File: config.mk
export PLATFORM = sky130hd
export DESIGN_NAME = pwm_demod_flat
export DESIGN_NICKNAME = d
export VERILOG_FILES = /design/src/rtl/pwm_demod_if.sv /design/src/rtl/pwm_demod.sv /design/src/flat_wrapper.sv
export SDC_FILE = /design/constraint.sdc
export NUM_CORES = 1
export LEC_CHECK = 0
export CAP_MARGIN = 20
export CORE_ASPECT_RATIO = 0.5
export CORE_MARGIN = 1.5
export CORE_UTILIZATION = 45
export DETAILED_ROUTE_END_ITERATION = 10
export GPL_ROUTABILITY_DRIVEN = 0
export SYNTH_ARGS = -nofsm -noshare
export SYNTH_HDL_FRONTEND = slang
export SYNTH_SLANG_ARGS = --single-unit
File: constraint.sdc
create_clock -name clk -period 3.77 [get_ports clk]
set_clock_uncertainty 0.2 [all_clocks]
set_input_delay 0.5655 -clock clk [delete_from_list [all_inputs] [get_ports clk]]
set_output_delay 0.5655 -clock clk [all_outputs]
set_load 0.02 [all_outputs]
File: src/rtl/pwm_demod_if.sv
// Port bundle for pwm_demod: the PWM stream going in and the recovered duty samples coming out.
interface pwm_demod_if #(
    parameter int N = 10
);
    logic         pwm_in;
    logic [N-1:0] duty_out;
    logic         duty_valid;
    logic         period_err;
    logic         lock;

    modport master (output pwm_in, input duty_out, duty_valid, period_err, lock);
    modport slave  (input pwm_in, output duty_out, duty_valid, period_err, lock);
endinterface

File: src/rtl/pwm_demod.sv
// PWM demodulator: measures high time and period of a 2^N-clock PWM stream and reports duty samples.
// Define PWM_DEMOD_GLITCH_FILTER_EN to insert a 3-sample stability filter after the synchronizer.
module pwm_demod #(
    parameter int N = 10
) (
    input  logic       clk,
    input  logic       reset_n,
    pwm_demod_if.slave bus_if
);
    localparam logic [N:0]   PERIOD_NOM = {1'b1, {N{1'b0}}};
    localparam logic [N:0]   PERIOD_MAX = {(N+1){1'b1}};
    localparam logic [N:0]   PERIOD_ONE = {{N{1'b0}}, 1'b1};
    localparam logic [N-1:0] HIGH_MAX   = {N{1'b1}};
    localparam logic [N-1:0] HIGH_ONE   = {{(N-1){1'b0}}, 1'b1};

    typedef enum logic [1:0] {IDLE, HIGH, LOW} state_e;

    logic sync1_q, sync2_q, prev_q;
    logic cur, rise, fall, timeout;

    // NOTE: sequential state uses non-blocking assignments so every flop samples pre-edge values.
    always_ff @(posedge clk or negedge reset_n) begin
        if (!reset_n) begin
            sync1_q <= 1'b0;
            sync2_q <= 1'b0;
        end else begin
            sync1_q <= bus_if.pwm_in;
            sync2_q <= sync1_q;
        end
    end

`ifdef PWM_DEMOD_GLITCH_FILTER_EN
    logic hist1_q, hist2_q, filt_q;

    // The filtered level only follows the input once three consecutive samples agree.
    always_ff @(posedge clk or negedge reset_n) begin
        if (!reset_n) begin
            hist1_q <= 1'b0;
            hist2_q <= 1'b0;
            filt_q  <= 1'b0;
        end else begin
            hist1_q <= sync2_q;
            hist2_q <= hist1_q;
            if (sync2_q == hist1_q && hist1_q == hist2_q) begin
                filt_q <= sync2_q;
            end
        end
    end

    assign cur = filt_q;
`else
    assign cur = sync2_q;
`endif

    always_ff @(posedge clk or negedge reset_n) begin
        if (!reset_n) begin
            prev_q <= 1'b0;
        end else begin
            prev_q <= cur;
        end
    end

    assign rise = cur & ~prev_q;
    assign fall = ~cur & prev_q;

    state_e       state_q;
    logic [N-1:0] high_cnt_q;
    logic [N:0]   period_cnt_q;
    logic [1:0]   good_q;
    logic         smp_vld_q, smp_err_q;
    logic [N-1:0] smp_duty_q;

    // A rise on the very cycle the counter saturates still closes the period normally.
    assign timeout = (period_cnt_q == PERIOD_MAX) && !rise;

    always_ff @(posedge clk or negedge reset_n) begin
        if (!reset_n) begin
            state_q      <= IDLE;
            high_cnt_q   <= '0;
            period_cnt_q <= '0;
            good_q       <= '0;
            smp_vld_q    <= 1'b0;
            smp_err_q    <= 1'b0;
            smp_duty_q   <= '0;
        end else begin
            smp_vld_q <= 1'b0;
            smp_err_q <= 1'b0;
            if (period_cnt_q != PERIOD_MAX) begin
                period_cnt_q <= period_cnt_q + 1'b1;
            end
            if (state_q == HIGH && !fall && high_cnt_q != HIGH_MAX) begin
                high_cnt_q <= high_cnt_q + 1'b1;
            end

            if (rise) begin
                high_cnt_q   <= HIGH_ONE;
                period_cnt_q <= PERIOD_ONE;
                state_q      <= HIGH;
                // The first rise out of IDLE only opens a period; there is nothing to report yet.
                if (state_q != IDLE) begin
                    smp_vld_q  <= 1'b1;
                    smp_duty_q <= high_cnt_q;
                    smp_err_q  <= (period_cnt_q != PERIOD_NOM);
                    if (period_cnt_q != PERIOD_NOM) begin
                        good_q <= 2'd0;
                    end else if (good_q != 2'd2) begin
                        good_q <= good_q + 2'd1;
                    end
                end
            end else if (timeout) begin
                smp_vld_q    <= 1'b1;
                smp_duty_q   <= cur ? HIGH_MAX : '0;
                period_cnt_q <= '0;
                good_q       <= 2'd0;
                state_q      <= IDLE;
            end else if (fall && state_q == HIGH) begin
                state_q <= LOW;
            end
        end
    end

    logic [N-1:0] duty_out_q;
    logic         duty_valid_q, period_err_q, lock_q;

    always_ff @(posedge clk or negedge reset_n) begin
        if (!reset_n) begin
            duty_out_q   <= '0;
            duty_valid_q <= 1'b0;
            period_err_q <= 1'b0;
            lock_q       <= 1'b0;
        end else begin
            duty_valid_q <= smp_vld_q;
            period_err_q <= smp_vld_q & smp_err_q;
            if (smp_vld_q) begin
                duty_out_q <= smp_duty_q;
                lock_q     <= (good_q == 2'd2);
            end
        end
    end

    assign bus_if.duty_out   = duty_out_q;
    assign bus_if.duty_valid = duty_valid_q;
    assign bus_if.period_err = period_err_q;
    assign bus_if.lock       = lock_q;
endmodule

File: src/flat_wrapper.sv
// flat-port wrapper written by rule: the top's interface ports become plain ports
module pwm_demod_flat 
#(
    parameter int N = 10
)
  (clk, reset_n, bus_if_pwm_in, bus_if_duty_out, bus_if_duty_valid, bus_if_period_err, bus_if_lock);
  pwm_demod_if #(.N(N)) bus_if_i ();
  input  logic clk;
  input  logic reset_n;
  input wire logic [$bits(bus_if_i.pwm_in)-1:0] bus_if_pwm_in;
  output wire logic [$bits(bus_if_i.duty_out)-1:0] bus_if_duty_out;
  output wire logic [$bits(bus_if_i.duty_valid)-1:0] bus_if_duty_valid;
  output wire logic [$bits(bus_if_i.period_err)-1:0] bus_if_period_err;
  output wire logic [$bits(bus_if_i.lock)-1:0] bus_if_lock;
  assign bus_if_i.pwm_in = bus_if_pwm_in;
  assign bus_if_duty_out = bus_if_i.duty_out;
  assign bus_if_duty_valid = bus_if_i.duty_valid;
  assign bus_if_period_err = bus_if_i.period_err;
  assign bus_if_lock = bus_if_i.lock;
  pwm_demod #(.N(N)) u_core (.clk(clk), .reset_n(reset_n), .bus_if(bus_if_i));
endmodule
# [Word-level counts from Yosys, hierarchy flattened]
# Index checks and enable logic that the tools add are counted.
[classes] n_addsub=3 n_eq_ne=9 n_mux=22 bitwise=5 n_reduce_logical=13
[ops] cell="10-bit two-way mux" n=6
[ops] cell="11-bit two-way mux" n=3
[ops] cell="11-bit inequality test, second input constant" n=2
[ops] cell="2-bit two-way mux" n=8
[ops] cell="11-bit by 1-bit adder with 11-bit output, second input constant" n=1
[ops] cell="11-bit equality test, second input constant" n=1
[ops] cell="10-bit by 1-bit adder with 10-bit output, second input constant" n=1
[ops] cell="10-bit inequality test, second input constant" n=1
[ops] cell="2-bit nonzero test" n=3
[ops] cell="3-bit nonzero test" n=2
[ops] cell="1-bit two-way mux" n=5
[ops] cell="1-bit logical AND" n=4
[ops] cell="2-bit inequality test, second input constant" n=2
[ops] cell="1-bit AND" n=3
[ops] cell="3-bit inequality test, second input constant" n=1
[ops] cell="3-bit AND reduction" n=1
[ops] cell="2-bit by 1-bit adder with 2-bit output, second input constant" n=1
[ops] cell="2-bit by 1-bit equality test with 1-bit output, second input constant" n=1
[ops] cell="2-bit equality test, second input constant" n=1
[ops] cell="1-bit logical NOT" n=2
[ops] cell="1-bit inverter" n=2
[ops] cell="2-bit AND reduction" n=1
[word_totals] register_bits=53 word_cells=66

# [Depth between registers and ports, before layout]
[depth] word_depth=7 depth_mapped=7 ltp_nobuf=6

# [Worst setup path after synthesis]
# No wires, ideal clock.
[synth_timing] path_kind="register -> register" from="register u_core.period_cnt_q[0]" to="register u_core.smp_duty_q[1]" setup_ps=121 t_arrival_ps=1418 slack_ps=2032 stages_incl_launch_ff=8 synth_period_minus_slack_ps=1738 path_cell_list="dfrtp_1 > ha_1 > nand3_2 > nor4_4 > a21boi_2 > buf_4 > nand2_1 > o21ai_2"
[synth_via] elab_chain_cells=4
[synth_rtl] item="start, declared" line="pwm_demod.sv:68" source="logic [N:0] period_cnt_q;"
[synth_rtl] item="start signal, assigned" line="pwm_demod.sv:89" source="period_cnt_q <= period_cnt_q + 1'b1;"
[synth_rtl] item="11-bit equality test" line="pwm_demod.sv:74" source="assign timeout = (period_cnt_q == PERIOD_MAX) && !rise;"
[synth_rtl] item="1-bit logical AND" line="pwm_demod.sv:74"
[synth_rtl] item="2-bit nonzero test (no source line)"
[synth_rtl] item="2-bit AND reduction (no source line)"
[synth_rtl] item="end signal, assigned" line="pwm_demod.sv:102" source="smp_duty_q <= high_cnt_q;"
[synth_rtl] item="end signal, assigned" line="pwm_demod.sv:112" source="smp_duty_q <= cur ? HIGH_MAX : '0;"
[synth_rtl] item="end, declared" line="pwm_demod.sv:71" source="logic [N-1:0] smp_duty_q;"
# No other way between the ends.
# A chain may end at the register's enable or synchronous reset.

# [Final worst setup path]
[layout_timing] from="register u_core.sync2_q (netlist: u_core.cur)" to="register u_core.smp_duty_q[0]"
[layout_via] elab_chain_cells=5
[layout_rtl] item="start, declared" line="pwm_demod.sv:18" source="logic sync1_q, sync2_q, prev_q;"
[layout_rtl] item="start signal, assigned" line="pwm_demod.sv:28" source="sync2_q <= sync1_q;"
[layout_rtl] item="1-bit AND" line="pwm_demod.sv:63" source="assign rise = cur & ~prev_q;"
[layout_rtl] item="1-bit logical NOT" line="pwm_demod.sv:74"
[layout_rtl] item="1-bit logical AND" line="pwm_demod.sv:74"
[layout_rtl] item="2-bit nonzero test (no source line)"
[layout_rtl] item="2-bit AND reduction (no source line)"
# Parallel ways exist; a longest one is shown, timed or not. The select of a mux whose other input is x is not followed.

==> impl_metrics.ini <==
[run_status]
run_status = complete, no violations

[sta]
setup_failing_eps_final = 0
max_clock_freq_mhz = 416.6
setup_tns_ps = 0
worstMarginPinSlew_ps = 784.9
relSlewSlack_pct = 47.57
slew_violations = 0
hold_viol = 0
period_minus_slack_ps = 2401
setup_repair_after_global_routing_missed_its_margin = false
fin_crit_sh_pct = 63.68

[synthesis]
synthesis.area_um2 = 2374
synth_commonest_cells = sky130_fd_sc_hd__dfrtp_1, sky130_fd_sc_hd__nor2_1, sky130_fd_sc_hd__nand2_1
syn-num-nets = 223
syn-instance-count = 216
synth_most_common_cell = sky130_fd_sc_hd__dfrtp_1
post_synth_num_cell_types = 36
synthFlopType = sky130_fd_sc_hd__dfrtp_1
flip_flop_and_latch_count_after_synthesis = 53
synth_top_area_cell = sky130_fd_sc_hd__dfrtp_1
ys_warn_count = 0
post_synth.cell_area_avg_um2 = 10.99
area_share_of_the_largest_cell_type_after_synthesis_pct = 55.88
synth_edf_count = 0
async_set_or_reset_flop_fraction_in_the_synthesized_netlist_pct = 100.0
ys_seq_area_share_pct = 55.88
netlist_top_cells_area = sky130_fd_sc_hd__dfrtp_1, sky130_fd_sc_hd__mux2_2, sky130_fd_sc_hd__nor2_1

[setup_path]
cp_max_fo = 19
worst-setup-path-type = reg -> reg
r2r_start = u_core.cur
cp.arrival_ps = 2400
worst_setup_path_end_kind = flop
critical_path.startpoint = u_core.cur
worstPathRequired_ps = 3770
worst_setup_path_start_kind = flop

[route]
drt-pass1-iter-count = 4
route.detailed.vias_per_inst = 4.997
drc_errors = 0
drt-wirelength-per-cell_um = 13.98
total_detailed_routing_wirelength_um = 4265
vias_after_detailed_routing = 1524
drt_iter0_drcs = 61
ant_nets = 0

[global_route]
overflow = 0
grt_first_pass_wirelength_um = 7148
met2_usage_pct = 24.68
via_count_of_the_first_global_routing_pass = 1442
highest_utilization_routing_layer_at_the_global_route_stage = met2
met3_capacity_usage_during_global_routing_pct = 3.929
number_of_antenna_violations_at_the_first_check_in_global_routing = 0
grt_max_degree = 33
grt_util_met1_pct = 24.27
grt_usage_pct = 16.74

[cells_and_area]
areaGrowthSynthToFinish_pct = 13.34
area_of_combinational_cells_with_multiple_inputs_um2 = 987.2
antennaDiodeCount = 0
n_fill_cell = 458
sequential_cell_area_um2 = 1326
drive_gt1_share_pct = 15.32
fin_area_um2 = 2690
num-nets-final = 241

[die]
die_w_um = 105.7
start_util_pct = 47.47
coreArea_um2 = 5000
num_io_pins = 16
placement_row_count = 18
die_height_um = 54.36
design.die.area_um2 = 5746

[clocking]
clkLatencyLatePin_ps = 310
clkSlewWorstSetupHoldPaths_ps = 100
cts_setup_buffers = 0
cts_inserted_buffers = 5
cts.path.max_buffers = 2
post_cts.resized_instances = 0
clock-sinks = 53
post_cts_hold_buffer_count = 0
clock_tree_from_tritoncts = done
cts_root_buffer = sky130_fd_sc_hd__clkbuf_8
htreeDepth = 2

[run]
drv_cap = 0

[power]
power_density_nw_per_um2 = 524.6
worst_vdd_rail_ir_drop_mv = 0.2084
power.static_leakage_nw = 1.194

[hold_path]
hold_path_class = in -> async

[placement]
placed_wire_length_estimate_um = 2991
cell_area_after_placement_um2 = 2580
buffer_ports.inserted = 15
-- per-stage QoR --
stage	setup slack (ps)	instances	util (%)	hold slack [ps]	total power [mW]
finish	1369	305	53.80	15.66	1.411
global route	1175	305	53.80	46.26	1.497
CTS	1167	304	53.50	27.37	1.427
detailed placement	1200	296	51.60	176.4	1.086
global placement	1266	296	51.60	177.9	1.077
floorplan	2032	216	-	69.91	0.9521
-- worst paths after layout --
| kind | to | slack (ps) | cells past startpoint |
|---|---|---|---|
| worst min register to register | u_core.cur | 190 | 0 |
| worst max-delay path | u_core.smp_duty_q[0] | 1370 | 6 |
| max in group asynchronous | u_core.smp_duty_q[0] | 2550 | 2 |
| min in group clk | u_core.cur | 190 | 0 |
| worst min-delay path | u_core.period_cnt_q[3] | 20 | 1 |
| worst max register to register | u_core.smp_duty_q[0] | 1370 | 6 |
-- power breakdown --
| group | switching [mW] | internal (mW) | total (mW) |
|---|---|---|---|
| registers | 0.0852 | 0.664 | 0.749 |
| clock network | 0.201 | 0.136 | 0.336 |
| logic | 0.162 | 0.163 | 0.325 |
-- cell usage in the layout (no fill, tap or decap), drive strengths merged --
cell	instances
mux2	11
buf	3
o21ai	26
a211oi	1
nand2	21
nand2b	4
inv	8
nand4	5
xor2	7
clkbuf	5
nor3	5
nor2b	2
mux2i	2
nor4	4
ha	4
or4b	1
nand3b	1
and3	5
and2	2
a31oi	1
nand3	6
xnor2	9
nor4b	2
nand4bb	1
nor2	26
a21boi	1
a21oi	3
clkinv	2
dfrtp	53
clkdlybuf4s50	14
-- worst max-delay path: stages (launching register included) --
cell and delay [ps]:
sky130_fd_sc_hd__dfrtp_1 570, sky130_fd_sc_hd__nor2b_1 690, sky130_fd_sc_hd__o21ai_0 240, sky130_fd_sc_hd__a21boi_2 260, sky130_fd_sc_hd__buf_8 190, sky130_fd_sc_hd__nand2_1 90
sky130_fd_sc_hd__o21ai_2 50
-- flip-flops by register name, indices dropped and copies added (netlist names), 2 cells and up --
| signal | flops |
|---|---|
| u_core.state_q | 2 |
| u_core.period_cnt_q | 11 |
| u_core.bus_if.duty_out | 10 |
| u_core.smp_duty_q | 10 |
| u_core.good_q | 2 |
| u_core.high_cnt_q | 10 |
-- routing by layer --
metal	vias to the layer above	share of wire, %
li1	777	-
met1	728	56
met5	-	0
met4	0	0.94
met2	13	41
met3	6	2.6
-- logic make-up (layout without fill, tap and decap cells) --
kind of cell / count (synthesis) / in the layout / synth area share [%]
adder cells (fa/ha/maj): 4 / 4 / 2.109
XOR/XNOR: 16 / 16 / 5.904
multiplexers: 13 / 13 / 6.062
AND/OR/NAND/NOR: 85 / 85 / 18.92
flip-flops: 53 / 53 / 55.88
buffers and inverters: 13 / 32 / 2.531
AO/OA/AOI/OAI: 32 / 32 / 8.593
-- area by class of cell --
class / count / share of cell area [%]
Clock inverter: 3 / 0.9767
Clock buffer: 5 / 2.558
Sequential cell: 53 / 49.30
Inverter: 7 / 0.9767
Multi-Input combinational cell: 150 / 36.70
Tap cell: 70 / 3.256
Timing Repair Buffer: 17 / 6.233
Power figures use the tool's default switching activity.
